**config.mk**
```make
export PLATFORM = sky130hd
export DESIGN_NAME = fsm_seq_gen_flat
export DESIGN_NICKNAME = d
export VERILOG_FILES = /design/src/rtl/fsm_seq_gen_if.sv /design/src/rtl/fsm_seq_gen.sv /design/src/flat_wrapper.sv
export SDC_FILE = /design/constraint.sdc
export NUM_CORES = 1
export LEC_CHECK = 0
export ABC_CLOCK_PERIOD_IN_PS = 2150
export CAP_MARGIN = 5
export CORE_ASPECT_RATIO = 1.25
export CORE_MARGIN = 3
export CORE_UTILIZATION = 51
export DETAILED_ROUTE_END_ITERATION = 6
export HOLD_SLACK_MARGIN = 0.02
export PLACE_DENSITY = 0.79
export SLEW_MARGIN = 20
export SYNTH_ARGS = -nofsm -noshare
export SYNTH_HDL_FRONTEND = slang
export SYNTH_SLANG_ARGS = --single-unit
```
**constraint.sdc**
```tcl
create_clock -name clk -period 2.15 [get_ports clk]
set_input_delay 0.43 -clock clk [delete_from_list [all_inputs] [get_ports clk]]
set_output_delay 0.43 -clock clk [all_outputs]
set_load 0.01 [all_outputs]
```
**src/rtl/fsm_seq_gen_if.sv**
```systemverilog
// Request handshake bundle between a requester and fsm_seq_gen.
// Plain wires, no storage; the slave side owns req_ready, busy and done.
interface fsm_seq_gen_if #(
    parameter int HOLD_W = 4
);
    logic              req_valid;
    logic [1:0]        req_target;
    logic [HOLD_W-1:0] req_hold;
    logic              req_ready;
    logic              busy;
    logic              done;

    modport master (
        output req_valid, req_target, req_hold,
        input  req_ready, busy, done
    );

    modport slave (
        input  req_valid, req_target, req_hold,
        output req_ready, busy, done
    );
endinterface

```
**src/rtl/fsm_seq_gen.sv**
```systemverilog
// Steers a 4-state machine (start/odd/even/fin) via q1/q2 to a target and parks; optional checker under FSM_SEQ_GEN_CHECK_EN.
// Latency: done pulses the cycle after edge L+req_hold+1 from accept (L = shortest path length).
// Backpressure: req_ready only in IDLE and out of reset; req_valid while busy is dropped without effect.
module fsm_seq_gen #(
    parameter int HOLD_W = 4
) (
    input  logic          clk,
    input  logic          reset,
    fsm_seq_gen_if.slave  req,
    output logic          q1,
    output logic          q2,
    output logic [1:0]    model_state,
    input  logic [1:0]    dut_count,
    output logic          mismatch
);
    localparam logic [1:0] S_START = 2'b00;
    localparam logic [1:0] S_ODD   = 2'b01;
    localparam logic [1:0] S_EVEN  = 2'b10;
    localparam logic [1:0] S_FIN   = 2'b11;

    typedef enum logic [1:0] {IDLE, DRIVE, HOLD} ctl_t;

    ctl_t              state, state_nxt;
    logic [1:0]        q, q_nxt;
    logic [1:0]        model_nxt;
    logic [1:0]        tgt, tgt_nxt;
    logic [HOLD_W-1:0] hold_cnt, hold_nxt;
    logic              done_r, done_nxt;

    // Driven machine's transition on input code c = {q1,q2}.
    function automatic logic [1:0] model_step(input logic [1:0] m, input logic [1:0] c);
        logic [1:0] r;
        r = S_START;
        case (m)
            S_START: r = (c == 2'b01) ? S_ODD : S_START;
            S_ODD: begin
                case (c)
                    2'b10:   r = S_EVEN;
                    2'b01:   r = S_ODD;
                    default: r = S_START;
                endcase
            end
            default: begin
                case (c)
                    2'b01:   r = S_ODD;
                    2'b11:   r = S_FIN;
                    default: r = S_START;
                endcase
            end
        endcase
        return r;
    endfunction

    function automatic logic [1:0] park(input logic [1:0] s);
        logic [1:0] r;
        r = 2'b00;
        if (s == S_ODD) r = 2'b01;
        else if (s == S_FIN) r = 2'b11;
        return r;
    endfunction

    // First code of the shortest path; only called when from != to.
    function automatic logic [1:0] first_code(input logic [1:0] from, input logic [1:0] to);
        logic [1:0] r;
        r = 2'b00;
        case (to)
            S_START: r = 2'b00;
            S_ODD:   r = 2'b01;
            S_EVEN:  r = (from == S_ODD) ? 2'b10 : 2'b01;
            default: begin
                case (from)
                    S_EVEN:  r = 2'b11;
                    S_ODD:   r = 2'b10;
                    S_START: r = 2'b01;
                    default: r = 2'b11;
                endcase
            end
        endcase
        return r;
    endfunction

    always_comb begin
        model_nxt = model_step(model_state, q);
        state_nxt = state;
        q_nxt     = q;
        tgt_nxt   = tgt;
        hold_nxt  = hold_cnt;
        done_nxt  = 1'b0;
        case (state)
            IDLE: begin
                q_nxt = park(model_nxt);
                if (req.req_valid) begin
                    tgt_nxt  = req.req_target;
                    // even cannot be held: parking there falls back to start
                    hold_nxt = (req.req_target == S_EVEN) ? '0 : req.req_hold;
                    if (model_nxt == req.req_target) begin
                        q_nxt     = park(req.req_target);
                        state_nxt = HOLD;
                    end else begin
                        q_nxt     = first_code(model_nxt, req.req_target);
                        state_nxt = DRIVE;
                    end
                end
            end
            DRIVE: begin
                if (model_nxt == tgt) begin
                    q_nxt     = park(tgt);
                    state_nxt = HOLD;
                end else begin
                    q_nxt = first_code(model_nxt, tgt);
                end
            end
            HOLD: begin
                q_nxt = park(tgt);
                if (hold_cnt == '0) begin
                    state_nxt = IDLE;
                    done_nxt  = 1'b1;
                    q_nxt     = park(model_nxt);
                end else begin
                    hold_nxt = hold_cnt - HOLD_W'(1);
                end
            end
            default: state_nxt = IDLE;
        endcase
    end

    always_ff @(posedge clk) begin
        if (reset) begin
            state       <= IDLE;
            q           <= 2'b00;
            model_state <= S_START;
            tgt         <= S_START;
            hold_cnt    <= '0;
            done_r      <= 1'b0;
        end else begin
            state       <= state_nxt;
            q           <= q_nxt;
            model_state <= model_nxt;
            tgt         <= tgt_nxt;
            hold_cnt    <= hold_nxt;
            done_r      <= done_nxt;
        end
    end

    assign q1            = q[1];
    assign q2            = q[0];
    assign req.req_ready = (state == IDLE) && !reset;
    assign req.busy      = (state != IDLE);
    assign req.done      = done_r;

`ifdef FSM_SEQ_GEN_CHECK_EN
    always_ff @(posedge clk) begin
        if (reset) begin
            mismatch <= 1'b0;
        end else if (dut_count != model_state) begin
            mismatch <= 1'b1;
        end
    end
`else
    logic unused_dut_count;
    assign unused_dut_count = ^dut_count;
    assign mismatch         = 1'b0;
`endif
endmodule
```
**src/flat_wrapper.sv**
```systemverilog
// flat-port wrapper written by rule: the top's interface ports become plain ports
module fsm_seq_gen_flat 
#(
    parameter int HOLD_W = 4
)
  (clk, reset, q1, q2, model_state, dut_count, mismatch, req_req_valid, req_req_target, req_req_hold, req_req_ready, req_busy, req_done);
  fsm_seq_gen_if #(.HOLD_W(HOLD_W)) req_i ();
  input  logic clk;
  input  logic reset;
  output logic q1;
  output logic q2;
  output logic [1:0] model_state;
  input  logic [1:0] dut_count;
  output logic mismatch;
  input wire logic [$bits(req_i.req_valid)-1:0] req_req_valid;
  input wire logic [$bits(req_i.req_target)-1:0] req_req_target;
  input wire logic [$bits(req_i.req_hold)-1:0] req_req_hold;
  output wire logic [$bits(req_i.req_ready)-1:0] req_req_ready;
  output wire logic [$bits(req_i.busy)-1:0] req_busy;
  output wire logic [$bits(req_i.done)-1:0] req_done;
  assign req_i.req_valid = req_req_valid;
  assign req_i.req_target = req_req_target;
  assign req_i.req_hold = req_req_hold;
  assign req_req_ready = req_i.req_ready;
  assign req_busy = req_i.busy;
  assign req_done = req_i.done;
  fsm_seq_gen #(.HOLD_W(HOLD_W)) u_core (.clk(clk), .reset(reset), .req(req_i), .q1(q1), .q2(q2), .model_state(model_state), .dut_count(dut_count), .mismatch(mismatch));
endmodule
```
* After elaboration in Yosys (flattened, before gate mapping) *
Index checks and enable logic that the tools add are counted.
Widths: inputs -> output; s select.

storage, ports and cells
  flip-flop bits (word level) = 13
  bits in latches = 0
  bits in writable memories = 0
  memory bits (read-only) = 0
  output and inout bits = 8
  memories = 0

cells by class
  add/subtract/negate cells = 1
  $mul = 0
  div/mod/pow operators = 0
  order comparisons = 0
  equal/unequal tests = 20
  shift-type cells = 0
  muxes and demuxes = 29
  bitwise operators = 1
  reductions and logical operators = 15

operators with widths
  operator             number
  $mux 2               15
  $pmux 2 s3           4
  $eq 2x2->1 const B   8
  $pmux 2 s2           4
  $eq 2x1->1 const B   6
  $mux 4               3
  $logic_not 2->1      5
  $pmux 4 s2           1
  $reduce_and 3->1     2
  $eq 2x2->1           2
  $logic_not 4->1      1
  $ne 2x1->1 const B   2
  $ne 2x2->1 const B   2
  $reduce_bool 2->1    2
  $sub 4x1->4 const B  1
  $reduce_bool 3->1    1
  $mux 1               2
  $reduce_and 2->1     1
  $reduce_or 2->1      1
  $logic_and 1x1->1    1
  $logic_not 1->1      1
  $not 1->1            1

* Depth between registers and ports, before layout *
Gate-level depths: netlist (run 1).

  depth in word-level cells = 9
  mapped depth = 7

* Worst setup path before layout (run 1) *
OpenSTA, ideal clock, no wires.

  path type = in2reg
  start = input req_req_target[1]
  end = register u_core.state[1]
  setup time = 78 ps
  arrival = 1484 ps
  slack = 588 ps
  stages on the path = 6
  buffers on the path = 1
  cells stage by stage = buf_4 -> or4b_4 -> nand3_2 -> a221o_1 -> a211oi_1 -> nor3_1

on the way
  word-level cells in the longest chain between the ends = 4

RTL lines
  what                    RTL line            RTL
  start: declaration      flat_wrapper.sv:16  input wire logic [$bits(req_i.req_target)-1:0] req_req_target;
  $eq 2x2->1              fsm_seq_gen.sv:96   if (model_nxt == req.req_target) begin
  $mux 2                  fsm_seq_gen.sv:96
  $mux 2                  fsm_seq_gen.sv:92   if (req.req_valid) begin
  $pmux 2 s3              fsm_seq_gen.sv:89   case (state)
  end signal: assignment  fsm_seq_gen.sv:136  state <= state_nxt;
  end: declaration        fsm_seq_gen.sv:23   ctl_t state, state_nxt;

Every way passes these cells. The select of a mux whose other input is x is not followed.
A chain may end at the register's enable or synchronous reset.

* Worst setup path after layout (run 1) *
  start = register u_core.state[0]
  end = output req_req_ready

on the way
  word-level cells in the longest chain between the ends = 2

RTL lines
  what               RTL line            RTL
  $logic_not 2->1    fsm_seq_gen.sv:147  assign req.req_ready = (state == IDLE) && !reset;
  $logic_and 1x1->1  fsm_seq_gen.sv:147
  end: declaration   flat_wrapper.sv:18  output wire logic [$bits(req_i.req_ready)-1:0] req_req_ready;

Every way passes these cells.

==> results of run 1 <==
==> timing repair <==
item	CTS	global route
hold endpoints to repair	0	0
resized for setup	1	1
endpoints found under the setup margin	1	1
==> layout make-up <==
| class | count | area [sq um] | share of cell area (%) |
|---|---|---|---|
| tap | 19 | 23.8 | 1.97 |
| multi-input combinational | 102 | 676 | 56.0 |
| clock buffer | 4 | 26.3 | 2.18 |
| inverter | 9 | 33.8 | 2.80 |
| sequential | 13 | 260 | 21.6 |
| timing repair buffer | 20 | 188 | 15.5 |
==> worst max-delay path by stage <==
stage,slack [ns],end,start,cells after the start
2_1_floorplan,0.59,u_core.state[1],req_req_target[1],6
3_3_place_gp,0.13,u_core.state[1],req_req_target[1],6
3_5_place_dp,0.12,u_core.state[1],req_req_target[1],6
4_1_cts,0.03,req_req_ready,u_core.state[0],5
5_1_grt,0.007,req_req_ready,u_core.state[0],5
6_report,0.07,req_req_ready,u_core.state[0],5
==> per-stage QoR <==
stage          total power [mW]  worst slack [ns]
6_report                   1.43            0.0701
5_1_grt                    1.54           0.00653
4_1_cts                    1.39            0.0257
3_5_place_dp               1.22             0.123
3_3_place_gp               1.20             0.125
2_1_floorplan             0.993             0.588
==> cell families after synthesis <==
| family | after synthesis | synth area share, % |
|---|---|---|
| simple gates | 54 | 29.9 |
| compound gates | 39 | 26.4 |
| buf+inv | 18 | 8.89 |
| flops | 13 | 25.7 |
| fa+ha+maj | 5 | 6.17 |
| xor+xnor | 3 | 2.59 |
| other cells | 1 | 0.370 |
==> power groups by stage <==
stage / Sequential, mW / Combinational, mW / Clock [mW]
finish: 0.421 / 0.848 / 0.160
global route: 0.433 / 0.940 / 0.169
CTS: 0.419 / 0.807 / 0.165
detailed placement: 0.425 / 0.793 / 0
global placement: 0.419 / 0.782 / 0
floorplan: 0.386 / 0.607 / 0
==> worst register-to-register path: stages (launching register included) <==
cell	delay [ns]
dfxtp_1	0.33
inv_1	0.14
ha_1	0.34
clkinv_1	0.29
nor2_1	0.31
a21oi_1	0.10
a31o_2	0.25
a21oi_1	0.14
==> synthesized netlist by cell type, drive strengths merged (2+ instances only) <==
master  number  share of area [%]
o21ai        7                3.5
xnor2        2                1.7
a21oi        9                4.4
nand2       15                5.6
nor2b        2                1.2
inv          8                3.0
nor2        12                4.4
buf          7                4.8
nor3         3                1.5
dfxtp       13                 26
nand4        2                1.2
ha           5                6.2
nand3        6                3.5
nand2b       3                1.9
a31oi        4                2.5
a211oi       3                2.2
nand3b       3                3.5
clkbuf       2               0.74
a22oi        3                2.7
nor3b        2                2.0
==> registers in the layout, indices dropped and copies added (netlist names) <==
name and cells:
u_core.model_state 2, u_core.tgt 2, u_core.q 2, u_core.hold_cnt 4, u_core.state 2, u_core.req.done 1
==> routing by layer <==
metal,up-vias,global-route usage (%),part of all wire [%]
met5,-,0,0
met4,0,8.94,2.3
met3,7,2.27,4.9
met2,43,31.5,50
met1,472,27.4,43
li1,511,-,-
==> reports/results.ini, run 1 <==
[outcome]
status=complete, no violations

[timing]
whs_ns=0.523
hold_viol_final=0
fin_crit_sh_pct=96.7
finalClockSkew_ns=0.0107
grt_setup_unrepaired=no
tns_ns=0
final-setup-viol-count=0
slew_viol_final=0
max_freq_mhz=481
fin_crit_ns=2.08

[pwr]
power_frac_seq_pct=29.5
p_clk_share_pct=11.2
intPower_uw=785
leakage_nw=0.478
combPwrFrac_pct=59.3
p_per_area_nw_per_um2=1180
peakVddDrop_mv=0.679
sw_frac_of_total_pct=45.1
switching_power_uw=644

[grt]
antenna_found_initial=0
grt_pass1_wl_mm=4.07
grt.total_usage_pct=20.4
globalRouteOverflowTotal=0
grt_max_degree=17
first_global_vias=935

[logic_synthesis]
synthesis.instances=133
syn_area_per_cell_sq_um=7.62
synth_cell_type_count=48
netlist_area_sq_um=1010
synth_edf_count=0
syn-num-nets=149
synth_warnings=0
synth-main-ff-cell=dfxtp_1
synth-seq-cells=13
ys_seq_area_share_pct=25.7
async_reset_ff_share_pct=0

[finish]
drive_gt1_share_pct=10.8
n_fill_cell=162
design_area_sq_um=1210
final_cell_mix=15 x nand2_1, 15 x clkdlybuf4s50_1, 13 x dfxtp_1
nets=165
final_core_util_pct=66.0
n_antenna_cell=0
area_growth_pct=19.1
finalNonFillerCells=167

[setup_path]
critPathRequiredTime_ns=1.72
critPathBufInv=3
rr_startpoint=u_core.state[0]
critPathLaunchType=flop
worstRegToRegCells=7
slowest_delay_ns=0.54
cp_max_fo=7
worstPathCellList=inv_1, ha_4, inv_1, nor2_1, clkdlybuf4s50_1
cp_top_family=buffers and inverters
critPathSlowestCell=clkdlybuf4s50_1
cpMostUsedCell=inv_1
rrSetupSlack_ns=0.17
crit_type=flop to output pin
r2r_end=u_core.state[0]
arrival_ns=1.65
end_kind=output pin

[floorplan]
dieHeight_microns=55.8
die_x_microns=45.9
dieArea_sq_um=2560
row_count=17
core_sq_um=1830
initial_core_util_pct=55.4
io_pins=19

[drt]
drcViolationCount=0
drtIter0Drc=42
ant_nets=0
viasPerCell=6.19
drtPass1Iterations=4
vias=1033
avgRoutedWirePerCell_microns=14.4
wl_mm=2.40

[clock_tree]
root_buffer=clkbuf_4
cts.sinks=13
cts.path.max_buffers=2
clk_latency_ns=0.29
path_clk_slew_ns=0.09
numCtsBuffers=3
cts_setup_buffers=0
cts_tree=built
hold_buffers=0
cts_max_level=1

[place]
gp_congestion=0.852
dp_cells=163
placed_area_sq_um=1170
hpwl_mm=1.67
io_buffers=15

[worst_hold_path]
min-delay-start=u_core.hold_cnt[1]
hold_class=flop to flop
hold_depth=2
hold_path_end=u_core.hold_cnt[1]

[job]
max_cap_viol_count=0

(Power assumes the default switching activity.)
==> run 2, diff against run 1 <==
--- a/config.mk
+++ b/config.mk
@@ -11,7 +11,6 @@
 export CORE_MARGIN = 3
 export CORE_UTILIZATION = 51
 export DETAILED_ROUTE_END_ITERATION = 6
-export HOLD_SLACK_MARGIN = 0.02
 export PLACE_DENSITY = 0.79
 export SLEW_MARGIN = 20
 export SYNTH_ARGS = -nofsm -noshare
==> results of run 2 <==
No change in the layout: final DEF, timing and power equal those of run 1.
==> run 3, diff against run 2 <==
--- a/config.mk
+++ b/config.mk
@@ -5,13 +5,13 @@
 export SDC_FILE = /design/constraint.sdc
 export NUM_CORES = 1
 export LEC_CHECK = 0
-export ABC_CLOCK_PERIOD_IN_PS = 2150
+export ABC_CLOCK_PERIOD_IN_PS = 2470
 export CAP_MARGIN = 5
 export CORE_ASPECT_RATIO = 1.25
 export CORE_MARGIN = 3
-export CORE_UTILIZATION = 51
+export CORE_UTILIZATION = 55
 export DETAILED_ROUTE_END_ITERATION = 6
-export PLACE_DENSITY = 0.79
+export PLACE_DENSITY = 0.85
 export SLEW_MARGIN = 20
 export SYNTH_ARGS = -nofsm -noshare
 export SYNTH_HDL_FRONTEND = slang
==> constraint.sdc (replaced) <==
create_clock -name clk -period 2.47 [get_ports clk]
set_input_delay 0.494 -clock clk [delete_from_list [all_inputs] [get_ports clk]]
set_output_delay 0.494 -clock clk [all_outputs]
set_load 0.01 [all_outputs]
==> reports/results.ini, run 3 (same netlist as run 1, synthesis figures left out) <==
[drt]
vias=1030  ; -0.29%
ant_nets=0  ; unchanged
drtIter0Drc=25  ; -40%
drcViolationCount=0  ; unchanged
wl_mm=2.35  ; -2.2%
avgRoutedWirePerCell_microns=14.2  ; -0.98%
drtPass1Iterations=4  ; unchanged
viasPerCell=6.24  ; +0.92%

[clock_tree]
clk_latency_ns=0.29  ; about the same
root_buffer=clkbuf_4
ctsResizeCount=0  ; -1
hold_buffers=0  ; unchanged
cts.sinks=13  ; unchanged
numCtsBuffers=3  ; unchanged
cts.path.max_buffers=2  ; unchanged
cts_setup_buffers=0  ; unchanged
path_clk_slew_ns=0.09  ; about the same
cts_max_level=1  ; unchanged
cts_tree=built

[setup_path]
critPathRequiredTime_ns=1.98  ; +0.26 ns
worstPathCellList=inv_1, ha_1, inv_1, nor2_1, clkdlybuf4s50_1
cpMostUsedCell=inv_1
rrSetupSlack_ns=0.56  ; +0.39 ns
worstRegToRegCells=7  ; unchanged
crit_type=flop to output pin
cp_top_family=buffers and inverters
arrival_ns=1.74  ; +0.09 ns
rr_startpoint=u_core.state[0]
end_kind=output pin
critPathSlowestCell=clkdlybuf4s50_1
r2r_end=u_core.state[0]
slowest_delay_ns=0.54  ; about the same
critPathLaunchType=flop
critPathBufInv=3  ; unchanged
cp_max_fo=7  ; unchanged

[finish]
n_antenna_cell=0  ; unchanged
regMostFlops=u_core.hold_cnt
final_core_util_pct=72.3  ; +6.3 points
final_cell_mix=15 x nand2_1, 15 x clkdlybuf4s50_1, 13 x dfxtp_1
multi_input_area_sq_um=663  ; -1.9%
area_growth_pct=17.2
nets=164  ; -0.61%
regArea_sq_um=260  ; unchanged
finalNonFillerCells=165  ; -1.2%
drive_gt1_share_pct=10.2  ; -0.61 points
n_fill_cell=140  ; -14%
largest_reg_flops=4  ; unchanged
design_area_sq_um=1190  ; -1.7%

[pwr]
leakage_nw=0.474  ; -0.67%
power_frac_seq_pct=30.3  ; +0.8 points
switching_power_uw=549  ; -15%
p_clk_share_pct=11.4  ; +0.2 points
sw_frac_of_total_pct=45.6  ; +0.54 points
combPwrFrac_pct=58.3  ; -1.0 points
intPower_uw=655  ; -17%
p_per_area_nw_per_um2=1010  ; -14%
peakVddDrop_mv=0.583  ; -14%

[timing]
fin_crit_sh_pct=90.6
hold_viol_final=0  ; unchanged
finalClockSkew_ns=0.0125  ; +0.00180 ns
max_freq_mhz=447
whs_ns=0.532  ; +0.00934 ns
slew_viol_final=0  ; unchanged
tns_ns=0  ; unchanged
grt_setup_unrepaired=no
final-setup-viol-count=0  ; unchanged
fin_crit_ns=2.24

[grt]
antenna_found_initial=0  ; unchanged
grt_pass1_wl_mm=3.91  ; -3.9%
grt.total_usage_pct=21.9  ; +1.5 points
grt_max_degree=19  ; +2
globalRouteOverflowTotal=0  ; unchanged
first_global_vias=931  ; -0.43%

[floorplan]
core_sq_um=1640  ; -10%
die_x_microns=44.4  ; -3.2%
row_count=16  ; -1
initial_core_util_pct=61.7  ; +6.3 points
dieArea_sq_um=2400  ; -6.4%
io_pins=19  ; unchanged
dieHeight_microns=54.0  ; -3.3%

[outcome]
status=complete, no violations

[worst_hold_path]
hold_path_end=u_core.hold_cnt[0]
hold_class=flop to flop
hold_depth=1  ; -1
min-delay-start=u_core.hold_cnt[0]

[place]
gp_congestion=0.837  ; -1.7%
io_buffers=15  ; unchanged
dp_cells=161  ; -1.2%
hpwl_mm=1.74  ; +4.1%
placed_area_sq_um=1160  ; -0.75%

[job]
max_cap_viol_count=0  ; unchanged

==> run 3: cell types whose count changed in the layout (fill, tap and decap cells not counted), sizes merged <==
| cell | before | now |
|---|---|---|
| clkbuf | 4 | 3 |
| clkinv | 1 | 2 |
| buf | 5 | 4 |
==> run 3: how the worst max path moves through the flow <==
stage	from	to	slack, ns	depth (start not counted)
after floorplan	req_req_target[1]	u_core.state[1]	0.84	6
after global placement	req_req_target[1]	u_core.state[1]	0.42	6
after detailed placement	req_req_valid	u_core.hold_cnt[2]	0.38	6
after CTS	u_core.state[0]	req_req_ready	0.23	5
after global routing	u_core.state[0]	req_req_ready	0.17	5
final	u_core.state[0]	req_req_ready	0.23	5
==> run 3: power groups by stage <==
stage,combinational (mW),clock (mW),sequential [mW]
3_5_place_dp,0.698,0,0.369
3_3_place_gp,0.679,0,0.361
6_report,0.702,0.137,0.365
5_1_grt,0.782,0.141,0.375
2_1_floorplan,0.529,0,0.336
4_1_cts,0.701,0.140,0.364
==> run 3: cell type report <==
cell class / instances / area share (%)
clock inverters: 1 / 0.421
repair buffers: 19 / 15.2
multi-input cells: 102 / 55.8
flip-flops and latches: 13 / 21.9
inverters: 9 / 2.85
well taps: 18 / 1.90
clock buffers: 3 / 1.90
==> run 3: through the flow <==
stage | setup WS [ns] | power, mW
floorplan | 0.844 | 0.864
global placement | 0.423 | 1.04
detailed placement | 0.381 | 1.07
CTS | 0.230 | 1.21
global route | 0.173 | 1.30
finish | 0.232 | 1.20
==> run 3: layer usage <==
layer	track usage (%)	part of all wire (%)
met2	37.9	51
met1	26.2	42
met3	2.68	4.6
met5	0	0
met4	11.1	2.0
==> variant: new RTL, config.mk and constraints of run 2 <==
`HOLD_W` is set to 4 in 3 places; all go to 3.
--- a/src/rtl/fsm_seq_gen_if.sv
+++ b/src/rtl/fsm_seq_gen_if.sv
@@ -1,7 +1,7 @@
 // Request handshake bundle between a requester and fsm_seq_gen.
 // Plain wires, no storage; the slave side owns req_ready, busy and done.
 interface fsm_seq_gen_if #(
-    parameter int HOLD_W = 4
+    parameter int HOLD_W = 3
 );
     logic              req_valid;
     logic [1:0]        req_target;
--- a/src/rtl/fsm_seq_gen.sv
+++ b/src/rtl/fsm_seq_gen.sv
@@ -2,7 +2,7 @@
 // Latency: done pulses the cycle after edge L+req_hold+1 from accept (L = shortest path length).
 // Backpressure: req_ready only in IDLE and out of reset; req_valid while busy is dropped without effect.
 module fsm_seq_gen #(
-    parameter int HOLD_W = 4
+    parameter int HOLD_W = 3
 ) (
     input  logic          clk,
     input  logic          reset,
--- a/src/flat_wrapper.sv
+++ b/src/flat_wrapper.sv
@@ -1,7 +1,7 @@
 // flat-port wrapper written by rule: the top's interface ports become plain ports
 module fsm_seq_gen_flat 
 #(
-    parameter int HOLD_W = 4
+    parameter int HOLD_W = 3
 )
   (clk, reset, q1, q2, model_state, dut_count, mismatch, req_req_valid, req_req_target, req_req_hold, req_req_ready, req_busy, req_done);
   fsm_seq_gen_if #(.HOLD_W(HOLD_W)) req_i ();
Ports: changed (resized req_req_hold); port bits go from 19 to 18. The function was not compared with the original's and may differ.
==> variant against run 2 <==
Area after synthesis fell by 5.1%. Worst hold slack worse by 0.026 ns. Sequential power is 8.3% lower. Via count down 7.1%. Sequential cell count down 1. Non-clock buffer count down 4. Highest routed layer unchanged. Largest cell class unchanged. Cell area decreased by 6.0%. Setup slack worse by 0.018 ns. Routed wire length is 6.3% lower. Total power is 4.0% lower. Clock skew fell by 0.0063 ns.
==> variant: results <==
export IMPL_gp_congestion=0.902
export IMPL_port_buffer_count=14
export IMPL_grt_max_degree=15
export IMPL_syn_nets=142
export IMPL_synth_xor_area_share_pct=0
export IMPL_grt_pass1_vias=818
export IMPL_worst_r2r_endpoint="u_core.q[0]$_SDFFE_PP0P_"
export IMPL_cts_resized=2
export IMPL_placed_area_mm2=0.00108
export IMPL_ys_seq_area_share_pct=25.0
export IMPL_inv_count=10
export IMPL_route_layer_met1_wl_um=994
export IMPL_fin_crit_ns=2.10
export IMPL_synthTopCellsByCount="nand2_1 (16), nor2_1 (16), a21oi_1 (12), dfxtp_1 (12), inv_1 (10)"
export IMPL_seq_cell_count=12
export IMPL_r2r_slack_ns=0.20
export IMPL_layout_drive_gt1_share_pct=12.3
export IMPL_synth_compound_area_share_pct=25.0
export IMPL_hold_start="u_core.hold_cnt[0]$_SDFFE_PP0P_"
export IMPL_grt_util_met3_pct=2.96
export IMPL_syn2layout_area_growth_pct=17.9
export IMPL_arrival_ns=1.67
export IMPL_finalClockSkew_ns=0.00440
export IMPL_hpwl_um=1600
export IMPL_clkbuf_count=4
export IMPL_fin_worst_hold_slack_ns=0.497
export IMPL_grt_pass1_wl_um=3730
export IMPL_buffers=16
export IMPL_largest_reg_flops=3
export IMPL_met2WireLength_um=1100
export IMPL_status="completed"
export IMPL_placedCellCount=152
export IMPL_drt_initial_drc_count=45
export IMPL_p_comb_uw=797
export IMPL_max_stage_delay_ns=0.56
export IMPL_use_met1_pct=28.3
export IMPL_synthAdderAreaFrac_pct=7.80
export IMPL_p_sw_uw=595
export IMPL_vdd_drop_max_mv=0.793
export IMPL_synthTopCellsByArea="dfxtp_1 (25%), ha_1 (7.8%), a21oi_1 (6.2%)"
export IMPL_p_leak_nw=0.444
export IMPL_final_clk_cell_share_pct=3.20
export IMPL_seq_share_pct=21.2
export IMPL_dr_total_vias=960
export IMPL_p_comb_share_pct=58.2
export IMPL_multi_input_area_um2=641
export IMPL_antenna_found_initial=0
export IMPL_multi_input_gates=96
export IMPL_wl_met3_um=124
export IMPL_hold_depth=1
export IMPL_num_fill_cells=138
export IMPL_grt_use_total_pct=20.8
export IMPL_synth_cell_types=41
export IMPL_dr_pass1_iters=6
export IMPL_clock_power_uw=188
export IMPL_hold_path_endpoint="u_core.hold_cnt[0]$_SDFFE_PP0P_"
export IMPL_synthMuxAreaShare_pct=3.38
export IMPL_buf_share_pct=13.9
export IMPL_wl_per_cell_um=14.4
## variant: cell count changes after synthesis, moves of 2 or more
cell,delta
nor2_1,+4
nand2b_1,-2
a22oi_1,-2
inv_1,+2
o21ai_2,+2
xnor2_1,-2
a21oi_1,+3
nand4_1,-2
mux2_2,+2
o21ai_1,+2
a31oi_1,-4
o21ai_0,-6
## variant: worst max-delay path by stage
stage / cells past startpoint / to / startpoint
final: 4 / req_busy / u_core.state[0]$_SDFFE_PP0P_
after global routing: 4 / req_busy / u_core.state[0]$_SDFFE_PP0P_
after global placement: 6 / u_core.state[0]$_SDFFE_PP0P_ / req_req_target[0]
after detailed placement: 6 / u_core.state[0]$_SDFFE_PP0P_ / req_req_target[0]
after floorplan: 8 / u_core.q[1]$_SDFFE_PP0P_ / u_core.hold_cnt[0]$_SDFFE_PP0P_
after CTS: 5 / req_req_ready / u_core.state[0]$_SDFFE_PP0P_
